[src/rtl/mul_ser_pkg.sv]
// Shared types and default sizing for the multiplier result serializer.
// Optional feature macro: MUL_SER_PARITY_EN (see mul_result_serializer.sv).
package mul_ser_pkg;

    localparam int unsigned DefProdW = 16;
    localparam int unsigned DefOutW  = 8;
    localparam int unsigned DefDepth = 2;

    typedef enum logic [0:0] {
        StIdle,
        StSend
    } state_e;

    // Number of output bytes needed to carry one product.
    function automatic int unsigned calc_beats(int unsigned prod_w, int unsigned out_w);
        return prod_w / out_w;
    endfunction

endpackage

[src/rtl/mul_ser_fifo.sv]
// Small synchronous FIFO holding products waiting for the output shifter.
// Pointers carry one extra wrap bit so full/empty are told apart by the MSB.
module mul_ser_fifo #(
    parameter int unsigned Width = 16,
    parameter int unsigned Depth = 2
) (
    input  logic                   clk_i,
    input  logic                   rst_ni,
    input  logic                   push_i,
    input  logic [Width-1:0]       data_i,
    input  logic                   pop_i,
    output logic [Width-1:0]       data_o,
    output logic                   full_o,
    output logic                   empty_o,
    output logic [$clog2(Depth):0] count_o
);

    localparam int unsigned AddrW = $clog2(Depth);
    localparam int unsigned PtrW  = AddrW + 1;

    logic [Width-1:0] mem_q [Depth];
    logic [PtrW-1:0]  wr_ptr_q;
    logic [PtrW-1:0]  rd_ptr_q;
    logic             do_push;
    logic             do_pop;

    // Status derived from pointer distance and wrap bits.
    always_comb begin
        empty_o = (wr_ptr_q == rd_ptr_q);
        full_o  = (wr_ptr_q[AddrW] != rd_ptr_q[AddrW]) &&
                  (wr_ptr_q[AddrW-1:0] == rd_ptr_q[AddrW-1:0]);
        count_o = wr_ptr_q - rd_ptr_q;
        do_push = push_i && !full_o;
        do_pop  = pop_i && !empty_o;
        data_o  = mem_q[rd_ptr_q[AddrW-1:0]];
    end

    // Pointer advance; push and pop may happen in the same cycle.
    always_ff @(posedge clk_i or negedge rst_ni) begin
        if (!rst_ni) begin
            wr_ptr_q <= '0;
            rd_ptr_q <= '0;
        end else begin
            if (do_push) wr_ptr_q <= wr_ptr_q + 1'b1;
            if (do_pop)  rd_ptr_q <= rd_ptr_q + 1'b1;
        end
    end

    // Storage array; contents are don't-care until written.
    always_ff @(posedge clk_i) begin
        if (do_push) mem_q[wr_ptr_q[AddrW-1:0]] <= data_i;
    end

endmodule

[src/rtl/mul_result_serializer.sv]
// Buffers multiplier products and streams them MSB-byte-first, one byte per out_ack.
// Optional feature: define MUL_SER_PARITY_EN to drive out_parity with even parity
// of out_byte; otherwise out_parity is tied low.
module mul_result_serializer
    import mul_ser_pkg::*;
#(
    parameter int unsigned PROD_W = DefProdW,
    parameter int unsigned OUT_W  = DefOutW,
    parameter int unsigned DEPTH  = DefDepth
) (
    input  logic                   clk,
    input  logic                   rst_n,
    input  logic                   in_valid,
    input  logic [PROD_W-1:0]      in_data,
    output logic                   in_ready,
    output logic [OUT_W-1:0]       out_byte,
    output logic                   out_valid,
    output logic                   out_last,
    input  logic                   out_ack,
    output logic                   out_parity,
    output logic [$clog2(DEPTH):0] fifo_count
);

    localparam int unsigned BEATS      = calc_beats(PROD_W, OUT_W);
    localparam int unsigned BeatW      = (BEATS > 1) ? $clog2(BEATS) : 1;
    localparam logic [BeatW-1:0] LastBeat = BeatW'(BEATS - 1);
    localparam bit          SingleBeat = (BEATS == 1);

    state_e             state_q;
    logic [PROD_W-1:0]  shifter_q;
    logic [BeatW-1:0]   beat_q;
    logic               out_valid_q;
    logic               out_last_q;

    logic [PROD_W-1:0]  fifo_head;
    logic               fifo_full;
    logic               fifo_empty;
    logic               fifo_push;
    logic               fifo_pop;

    // Handshake and pop decision; pop only when the shifter is (re)loaded.
    always_comb begin
        in_ready  = !fifo_full;
        fifo_push = in_valid && in_ready;
        fifo_pop  = !fifo_empty &&
                    ((state_q == StIdle) || (out_ack && out_last_q));
    end

    mul_ser_fifo #(
        .Width (PROD_W),
        .Depth (DEPTH)
    ) u_fifo (
        .clk_i   (clk),
        .rst_ni  (rst_n),
        .push_i  (fifo_push),
        .data_i  (in_data),
        .pop_i   (fifo_pop),
        .data_o  (fifo_head),
        .full_o  (fifo_full),
        .empty_o (fifo_empty),
        .count_o (fifo_count)
    );

    // Output FSM: loads the shifter, walks the beats, reloads without a bubble.
    always_ff @(posedge clk or negedge rst_n) begin
        if (!rst_n) begin
            state_q     <= StIdle;
            shifter_q   <= '0;
            beat_q      <= '0;
            out_valid_q <= 1'b0;
            out_last_q  <= 1'b0;
        end else begin
            unique case (state_q)
                StIdle: begin
                    if (!fifo_empty) begin
                        state_q     <= StSend;
                        shifter_q   <= fifo_head;
                        beat_q      <= '0;
                        out_valid_q <= 1'b1;
                        out_last_q  <= SingleBeat;
                    end
                end
                StSend: begin
                    if (out_ack) begin
                        if (!out_last_q) begin
                            shifter_q  <= shifter_q << OUT_W;
                            beat_q     <= beat_q + 1'b1;
                            out_last_q <= ((beat_q + 1'b1) == LastBeat);
                        end else if (!fifo_empty) begin
                            shifter_q  <= fifo_head;
                            beat_q     <= '0;
                            out_last_q <= SingleBeat;
                        end else begin
                            // Clear the shifter so out_byte reads 0 while idle.
                            state_q     <= StIdle;
                            shifter_q   <= '0;
                            beat_q      <= '0;
                            out_valid_q <= 1'b0;
                            out_last_q  <= 1'b0;
                        end
                    end
                end
                default: state_q <= StIdle;
            endcase
        end
    end

    // Outputs come straight from registers; out_ack has no combinational path here.
    always_comb begin
        out_valid = out_valid_q;
        out_last  = out_last_q;
        out_byte  = shifter_q[PROD_W-1 -: OUT_W];
    end

`ifdef MUL_SER_PARITY_EN
    // out_byte is already 0 while idle; the gate keeps the intent explicit.
    assign out_parity = out_valid_q & (^out_byte);
`else
    assign out_parity = 1'b0;
`endif

endmodule

[config.mk]
export PLATFORM = sky130hd
export DESIGN_NAME = mul_result_serializer
export DESIGN_NICKNAME = d
export VERILOG_FILES = /design/src/rtl/mul_ser_pkg.sv /design/src/rtl/mul_ser_fifo.sv /design/src/rtl/mul_result_serializer.sv
export SDC_FILE = /design/constraint.sdc
export NUM_CORES = 1
export LEC_CHECK = 0
export BUFFER_PORTS_ARGS = -buffer_cell sky130_fd_sc_hd__buf_4
export CAP_MARGIN = 0
export CELL_PAD_IN_SITES_DETAIL_PLACEMENT = 0
export CELL_PAD_IN_SITES_GLOBAL_PLACEMENT = 1
export CORE_ASPECT_RATIO = 1.75
export CORE_UTILIZATION = 46
export DETAILED_ROUTE_END_ITERATION = 10
export GPL_ROUTABILITY_DRIVEN = 0
export PLACE_DENSITY = 0.87
export SLEW_MARGIN = 0
export SYNTH_ARGS = -nofsm -noshare
export SYNTH_HDL_FRONTEND = slang
export SYNTH_HIERARCHICAL = 1
export SYNTH_SLANG_ARGS = --single-unit
[constraint.sdc]
create_clock -name clk -period 2.9 [get_ports clk]
set_clock_uncertainty 0.1 [all_clocks]
set_input_delay 0.145 -clock clk [delete_from_list [all_inputs] [get_ports clk]]
set_output_delay 0.145 -clock clk [all_outputs]
set_load 0.1 [all_outputs]
* After elaboration in Yosys (flattened, before gate mapping)
Memories as Yosys holds them, arrays and structs flattened. Cells that the tools add are included.
Storage, ports and cells: register bits 23, bits in latches 0, bits in writable memories 32, memory bits (read-only) 0, input bits 20, output and inout bits 14, logic and storage cells 50, memories kept 1
Cells by class: $add $sub $neg 4, multiply operators 0, divide/modulo/power cells 0, $lt $le $gt $ge 0, equality and inequality tests 7, shift operators 0, multiplexer cells 20, bitwise operators 1, reductions and logical operators 11
Memories:
- u_fifo.mem_q | depth 2, width 16, rd ports 1, clocked after Yosys merged registers in 0, wr ports 1, RTL line mul_ser_fifo.sv:21 | logic [Width-1:0] mem_q [Depth];
Operator list (number):
- 16-bit 2-to-1 mux | 4
- 16-bit one-hot mux with 2 select lines | 1
- 1-bit 2-to-1 mux | 12
- 1-bit logical AND | 6
- 1-bit one-hot mux with 2 select lines | 3
- 2-bit by 1-bit adder with 2-bit output, second input constant | 2
- 2-bit by 1-bit inequality test with 1-bit output, second input constant | 2
- 2-bit inequality test, second input constant | 2
- 4-bit AND reduction | 1
- 2-bit equality test | 1
- 1-bit zero test | 2
- 2-bit AND reduction | 1
- 2-bit subtractor | 1
- 1-bit adder, second input constant | 1
- 1-bit equality test | 1
- 1-bit logical OR | 1
- 1-bit inequality test | 1
- 1-bit NOT | 1

* Depth between registers and ports, before layout
Gate-level depths: netlist of run 1.
depth after elaboration 7, depth in mapped cells 8, gate-level depth less buffers 8

* Modules after synthesis
Netlist of run 1, hierarchy kept.
By module, submodules not included:
- mul_ser_fifo | times used 1, cells each 76, area an instance 1405.1 sq um, sequential area each 1061.0 sq um
- mul_result_serializer | times used 1, cells each 93, area an instance 944.7 sq um, sequential area each 475.5 sq um

* Worst setup path before layout of run 1
No wires, ideal clock.
path kind reg-to-reg, from register u_fifo.wr_ptr_q[0], to memory u_fifo.mem_q[1][0], enable pin, library setup time 0.388 ns, arrival time 2.638 ns, required time 2.412 ns, slack -0.227 ns, cell stages (with the launch flop) 8, buffers on the path 0, period minus slack after synthesis 3.127 ns, cells stage by stage dfrtp_1 inv_1 ha_1 inv_1 nor2_1 nor2b_1 nand2_1 nor2_1
Between the ends: longest elaborated chain between the ends 7
Ends and longest elaborated chain:
- start: declaration | RTL line mul_ser_fifo.sv:22 | logic [PtrW-1:0] wr_ptr_q;
- start signal: assignment | RTL line mul_ser_fifo.sv:44 | if (do_push) wr_ptr_q <= wr_ptr_q + 1'b1;
- 1-bit equality test | RTL line mul_ser_fifo.sv:31 | (wr_ptr_q[AddrW-1:0] == rd_ptr_q[AddrW-1:0]);
- 1-bit logical AND | RTL line mul_ser_fifo.sv:30 | full_o = (wr_ptr_q[AddrW] != rd_ptr_q[AddrW]) &&
- net fifo_full | RTL line mul_result_serializer.sv:36 | logic fifo_full;
- 1-bit zero test | RTL line mul_result_serializer.sv:43 | in_ready = !fifo_full;
- 1-bit logical AND | RTL line mul_result_serializer.sv:44 | fifo_push = in_valid && in_ready;
- net fifo_push | RTL line mul_result_serializer.sv:38 | logic fifo_push;
- 1-bit logical AND | RTL line mul_ser_fifo.sv:33 | do_push = push_i && !full_o;
- 1-bit 2-to-1 mux | RTL line mul_ser_fifo.sv:51 | if (do_push) mem_q[wr_ptr_q[AddrW-1:0]] <= data_i;
- 1-bit 2-to-1 mux (not written as such) | RTL line mul_ser_fifo.sv:51
- end: declaration | RTL line mul_ser_fifo.sv:21
The timed path passes the listed nets, and every way through them passes these cells.

* Worst setup path after layout of run 1
from register u_fifo.wr_ptr_q[0], to memory u_fifo.mem_q[1][15], enable pin
The elaborated chain is that of the path after synthesis.

==> metrics.md, run 1 <==
| Metric | Value |
|---|---|
| Outcome | complete, no violations |
| Required @ worst endpoint | 2.80 ns |
| Diodes inserted | 0 |
| Post-route cell area | approximately 0.0028 mm² |
| DP HPWL | 2660 µm |
| Die H | between 90 and 100 µm |
| Sink Count | 55 |
| Reg2Reg Capture Point | u_fifo/mem_q[1][15]$_DFFE_PP_ |
| Slowest stage cell, crit path | dfrtp_1 |
| Finished Layout Cells | 268 |
| Routed len/inst | 15.0 µm |
| Max incr delay on CP | 0.41 ns |
| Post-placement cell area | 0.00256 mm² |
| FP Rows | 34 |
| Max_cap viols | 0 |
| Sequential-to-total area share from yosys stat | 65.4% |
| Final #Nets | around 230 |
| Crit. Startpoint | u_fifo/wr_ptr_q[0]$_DFFE_PN0P_ |
| Die area | 0.00541 mm² |
| Antenna violations before repair | 0 |
| CTS Root Cell | clkbuf_8 |
| GR Util All Layers | ~16% |
| Remaining routing DRC violations | 0 |
| Origin of the worst min-delay path | out_ack |
| Syn Nets | 190 |
| Slack of the critical path | between 0.7 and 0.8 ns |
| Setup violators final | 0 |
| Initial Util | 47.6% |
| Critical Path Sink | u_fifo/mem_q[1][15]$_DFFE_PP_ |
| Final hold vios | 0 |
| Num CTS Buffers | 5 |
| Crit path DAT | between 2 and 2.5 ns |
| I/O Pins | 34 |
| GRT Residual Overflow | 0 |
| Die Width | roughly 56 µm |
| FF+latch count, synth | 55 |
| Reg2reg start | u_fifo/wr_ptr_q[0]$_DFFE_PN0P_ |
| Tcrit/Tclk final | 74.8% |
| Placed cell count | roughly 240 |
| Top cells by count, synth | 32 x edfxtp_1, 23 x dfrtp_1, 16 x mux2_2, 16 x nand2_1 |
| RSZ-0062 raised after global routing | false |
| Hold_buf cts | 17 |
| Max Fclk | between 0.4 and 0.5 GHz |
| Fin util | 57.2% |
| CTS tree | yes |
| Max Slew Vio Count | 0 |
| Top cells by area, synth | edfxtp_1 41%, dfrtp_1 24%, mux2_2 7.7% |
| Mapped Area | approximately 0.0023 mm² |
| Synthesized area per cell | 13.9 µm² |
| Largest net degree at the start of global routing | 24 |
| Kind of critical path | reg -> reg |
| Worst reg2reg setup slack | 0.73 ns |
| Vias in the first global route | 1,339 |
| Avg Vias per Cell | around 5.2 |
| Fin crit period | 2.17 ns |
| Buffer levels on the longest clock path | 2 |
| Setup bufs post-CTS | 0 |
| Slew at the pin closest to its max-slew limit | 0.539 ns |
| EDFF count, synth | 32 |
| Ys flop type | edfxtp_1 |
| Routed Antenna Nets | 0 |
| Core area | 0.00493 mm² |
| Share of the synthesized area in the top cell type | 40.9% |
| Synth warnings | 6 |
| PostCTS Resize Cnt | 0 |
| CP Launch Type | flip-flop |
| Count leader, synth | edfxtp_1 |
| Hold Path Class | in -> reg |
| Synth-to-Final Area Change | 20.2% |
| First-pass GRT wire length | approximately 6300 µm |
| Netlist cell types | 35 |
| Vias | 1,381 |
| Initial DRC count | 36 |
| Clock Latency Late Sink | between 0.3 and 0.4 ns |
| Cells after Synth | 169 |
| IO buf count | 32 |
| Layout cells sized above 1 | 31.3% |
| Routed wire length | between 4000 and 5000 µm |
| CP Cell Sequence | inv_1 -> ha_1 -> inv_1 -> nor2_1 -> nor2b_1 -> nand2_1 -> nor2_1 -> buf_4 |
| Slew HR | 64.1% |
| Worst-path clk slew | 0.10 ns |
| Fill cell count | approximately 420 |
| Setup crit end kind | flip-flop |
| Worst-path fanout max | 16 |
| H-tree depth | 2 |
| Ys async rst share | 41.8% |
| Reg2Reg Depth | 8 |
| DR pass1 iterations | 4 |
| Area leader, netlist | edfxtp_1 |
| DP Worst Slack | 0.739 ns |
## through the flow
stage / setup TNS [ns] / hold slack [ns]
2_1_floorplan: -7.14 / -0.251
3_3_place_gp: 0 / -0.0411
3_5_place_dp: 0 / -0.0426
4_1_cts: 0 / 0.0533
5_1_grt: 0 / 0.0642
6_report: 0 / 0.0624
## routing by layer
metal	up-vias	wire (µm)	GRT usage, %
met5	-	0	0
met4	0	98	8.54
met3	9	132	3.20
met2	27	2050	27.1
met1	659	1740	18.4
li1	686	-	-
## critical path, delay by kind of cell (launching register included)
family                     cells  cell delay, ns
adders and majority gates      1            0.35
and+or+nand+nor                4            0.51
buffers and inverters          3            0.46
DFF                            1            0.41
## layout by cell type (no fill, tap or decap)
cell type | synthesis | layout
and2_4 | 1 | 1
nor2b_1 | 1 | 1
a21oi_2 | 1 | 1
nand2_1 | 16 | 16
xnor2_1 | 2 | 2
inv_1 | 5 | 5
nand3_1 | 1 | 1
a211o_1 | 1 | 1
xor2_1 | 2 | 2
or2b_1 | 1 | 1
nand2b_1 | 1 | 1
and2b_1 | 1 | 1
and4b_1 | 1 | 1
edfxtp_1 | 32 | 32
and2_2 | 1 | 1
clkbuf_8 | 0 | 5
dfrtp_1 | 23 | 23
inv_6 | 0 | 1
o21ai_0 | 10 | 10
and2b_2 | 1 | 1
a21oi_1 | 9 | 9
buf_4 | 10 | 35
a21boi_2 | 1 | 1
o31ai_1 | 1 | 1
nand2b_4 | 1 | 1
o21ai_2 | 1 | 1
ha_1 | 1 | 1
nor2_1 | 4 | 4
mux2_2 | 16 | 16
dlygate4sd3_1 | 0 | 17
a22o_1 | 8 | 8
xnor2_2 | 1 | 1
a21boi_0 | 1 | 1
a31oi_1 | 7 | 7
mux2i_1 | 1 | 1
clkinvlp_4 | 0 | 2
conb_1 | 1 | 1
## cell families (layout without fill, tap and decap cells)
family	after synthesis	after routing	share of synthesized area (%)
AND/OR/NAND/NOR	30	30	6.66
multiplexers	17	17	8.09
XOR/XNOR	5	5	2.18
other	1	1	0.160
flip-flops	55	55	65.4
buffers and inverters	20	65	5.86
adder cells (fa/ha/maj)	1	1	0.532
AO/OA/AOI/OAI	40	40	11.1
## worst min-delay path by stage
stage,endpoint,slack [ns],depth (start not counted)
floorplan,out_last$_DFFE_PN0P_,-0.25,0
global placement,u_fifo/rd_ptr_q[1]$_DFFE_PN0P_,-0.04,1
detailed placement,u_fifo/wr_ptr_q[0]$_DFFE_PN0P_,-0.04,1
CTS,out_last$_DFFE_PN0P_,0.05,4
global route,out_last$_DFFE_PN0P_,0.06,4
finish,out_last$_DFFE_PN0P_,0.06,4
## layout make-up
cell class	instances	area [µm²]	area share [%]
Timing Repair Buffer	52	433	15.3
Clock inverter	3	23.8	0.842
Inverter	5	18.8	0.665
Tap cell	54	67.6	2.39
Multi-Input combinational cell	94	676	23.9
Sequential cell	55	1540	54.4
Clock buffer	5	68.8	2.44
## flip-flops by register name, summed over array words and instances (netlist names)
name             count
u_fifo/mem_q        32
shifter_q           16
u_fifo/rd_ptr_q      2
u_fifo/wr_ptr_q      2
out_last             1
out_valid            1
state_q              1
Power of run 1 is left out: the tool's default activity adds up to more than one toggle a clock period on the data nets, which glitch-free logic cannot reach.
==> run 2: changes to the inputs <==
CORE_UTILIZATION = 41   (was 46)
PLACE_DENSITY = 0.83   (was 0.87)
clock period = 1.8 ns   (was 2.9 ns; I/O delays follow)
==> run 2 against run 1 <==
Effect of this change:
- worst setup slack worse by 0.71 ns
- design area up 7.7%
- clock-buffer cell count up 2
- cell count up 12%
- sequential cell count unchanged
- first-iteration DRC count up 8.3%
- global-route usage down 1.4 points
==> metrics.md, run 2 (same netlist as run 1, synthesis figures left out) <==
| Metric | Value |
|---|---|
| CP Launch Type | flip-flop |
| Vias in the first global route | 1,429 (+6.7%) |
| Kind of critical path | reg -> out |
| Routed Antenna Nets | 0 (unchanged) |
| Max Fclk | between 0.5 and 0.6 GHz |
| Setup violators final | 0 (unchanged) |
| DR pass1 iterations | 4 (unchanged) |
| Initial DRC count | 39 (+8.3%) |
| Sink Count | 55 (unchanged) |
| Worst-path clk slew | 0.10 ns (about the same) |
| Die Width | 59.2 µm (+5.7%) |
| Clock Latency Late Sink | 0.31 ns (about the same) |
| DP HPWL | 2800 µm (+5.5%) |
| Max reg flops | 32 (unchanged) |
| Crit path buf inv count | 4 (+1) |
| Initial Util | 42.4% (-5.2 points) |
| DP Worst Slack | 0.0537 ns (-0.685 ns) |
| GR Util All Layers | 14.3% (-1.4 points) |
| Outcome | complete, no violations |
| Final #Nets | 245 (+4.7%) |
| Setup crit end kind | output port |
| First-pass GRT wire length | 6350 µm (+1.6%) |
| RSZ-0062 raised after global routing | true |
| Max Slew Vio Count | 0 (unchanged) |
| Register cell area after layout | 0.00154 mm² (+0.16%) |
| FP Rows | 36 (+5.9%) |
| Vias | 1,428 (+3.4%) |
| Hold Path Class | in -> async |
| Setup TNS | 0 ns (unchanged) |
| Max incr delay on CP | 0.42 ns (about the same) |
| Final hold vios | 0 (unchanged) |
| Required @ worst endpoint | 1.61 ns (-1.19 ns) |
| Fin crit period | between 1.5 and 2 ns |
| Num CTS Buffers | 5 (unchanged) |
| Layout cells sized above 1 | 38.7% (+7.4 points) |
| CTS tree | yes |
| Die H | 102 µm (+5.8%) |
| Leading cell type in the layout, fill and taps excluded | buf_4 |
| Fin Hold WS | 0.101 ns (+0.0384 ns) |
| CTS Root Cell | clkbuf_8 |
| GRT Residual Overflow | 0 (unchanged) |
| Fill cell count | 470 (+11%) |
| Die area | 0.00605 mm² (+12%) |
| Slowest stage cell, crit path | dfrtp_1 |
| Avg Vias per Cell | 4.74 (-7.9%) |
| Synth-to-Final Area Change | 29.4% |
| CP Cell Sequence | ha_4 -> clkinvlp_4 -> nor2_4 -> buf_4 -> inv_1 -> buf_6 |
| Most frequent cells in the layout | 40 x buf_4, 32 x edfxtp_1, 21 x dfrtp_1 |
| Core area | 0.00554 mm² (+12%) |
| Tcrit/Tclk final | between 90 and 100% |
| Multi-input gate area | 723 µm² (+7.0%) |
| Routed len/inst | 12.9 µm (-14%) |
| Max_cap viols | 0 (unchanged) |
| Largest net degree at the start of global routing | 24 (unchanged) |
| Antenna violations before repair | 0 (unchanged) |
| Diodes inserted | 0 (unchanged) |
| Worst-path fanout max | 5 (-11) |
| Remaining routing DRC violations | 0 (unchanged) |
| IO buf count | 32 (unchanged) |
| Routed wire length | 3890 µm (-3.3%) |
| Slack of the critical path | 0.0207 ns (-0.710 ns) |
| CP top delay family | buffers and inverters |
| Crit path DAT | 1.59 ns (-0.48 ns) |
| H-tree depth | 2 (unchanged) |
| Buffer levels on the longest clock path | 2 (unchanged) |
| Worst reg2reg setup slack | 0.04 ns (-0.69 ns) |
| I/O Pins | 34 (unchanged) |
run 2: cell type report:
| type | instances | area share [%] |
|---|---|---|
| timing repair buffer | 63 | 18.2 |
| tap | 76 | 3.13 |
| sequential | 55 | 50.6 |
| inverter | 5 | 0.741 |
| clock inverter | 1 | 0.288 |
| clock buffer | 7 | 3.21 |
| multi-input combinational | 94 | 23.8 |
run 2: stage by stage:
stage	std cells	cell area, µm²	util [%]
finish	301	3040	54.9
global route	301	3040	54.9
detailed placement	275	2740	49.5
CTS	301	3040	54.8
global placement	275	2740	49.5
floorplan	169	2400	-
run 2: path summary, 6_finish.rpt:
kind / startpoint / endpoint / cells after the start
worst max-delay path: u_fifo/rd_ptr_q[0]$_DFFE_PN0P_ / in_ready / 6
worst min-delay path: rst_n / shifter_q[5]$_DFFE_PN0P_ / 2
worst max register to register: u_fifo/wr_ptr_q[0]$_DFFE_PN0P_ / u_fifo/mem_q[1][7]$_DFFE_PP_ / 8
worst min register to register: shifter_q[0]$_DFFE_PN0P_ / shifter_q[0]$_DFFE_PN0P_ / 1
max in group asynchronous: rst_n / out_last$_DFFE_PN0P_ / 2
min in group clk: in_valid / u_fifo/wr_ptr_q[0]$_DFFE_PN0P_ / 4
run 2: worst reg2reg max path: stages, from the launching register on:
cell and delay, ns:
dfrtp_2 0.42, inv_2 0.07, ha_4 0.22, clkinvlp_4 0.09, nor2_4 0.04, nor2b_2 0.14
nand2_2 0.11, nor2_4 0.13, buf_12 0.16
run 2: what timing repair did:
item                                    in CTS  in global routing
resized for setup                            2                  1
pin swaps                                    1                  1
setup buffers                                0                  0
cloned                                       0                  0
hold buffers                                18                  0
endpoints found under the hold margin       56                  0
endpoints found under the setup margin       2                 18
run 2: metal layers:
metal / vias up / global-route usage [%] / share of wire, %
met4: 0 / 6.59 / 2.1
li1: 710 / - / -
met3: 5 / 3.04 / 2.5
met5: - / 0 / 0
met2: 28 / 26.0 / 55
met1: 685 / 15.4 / 41
Power of run 2 is left out for the same reason.
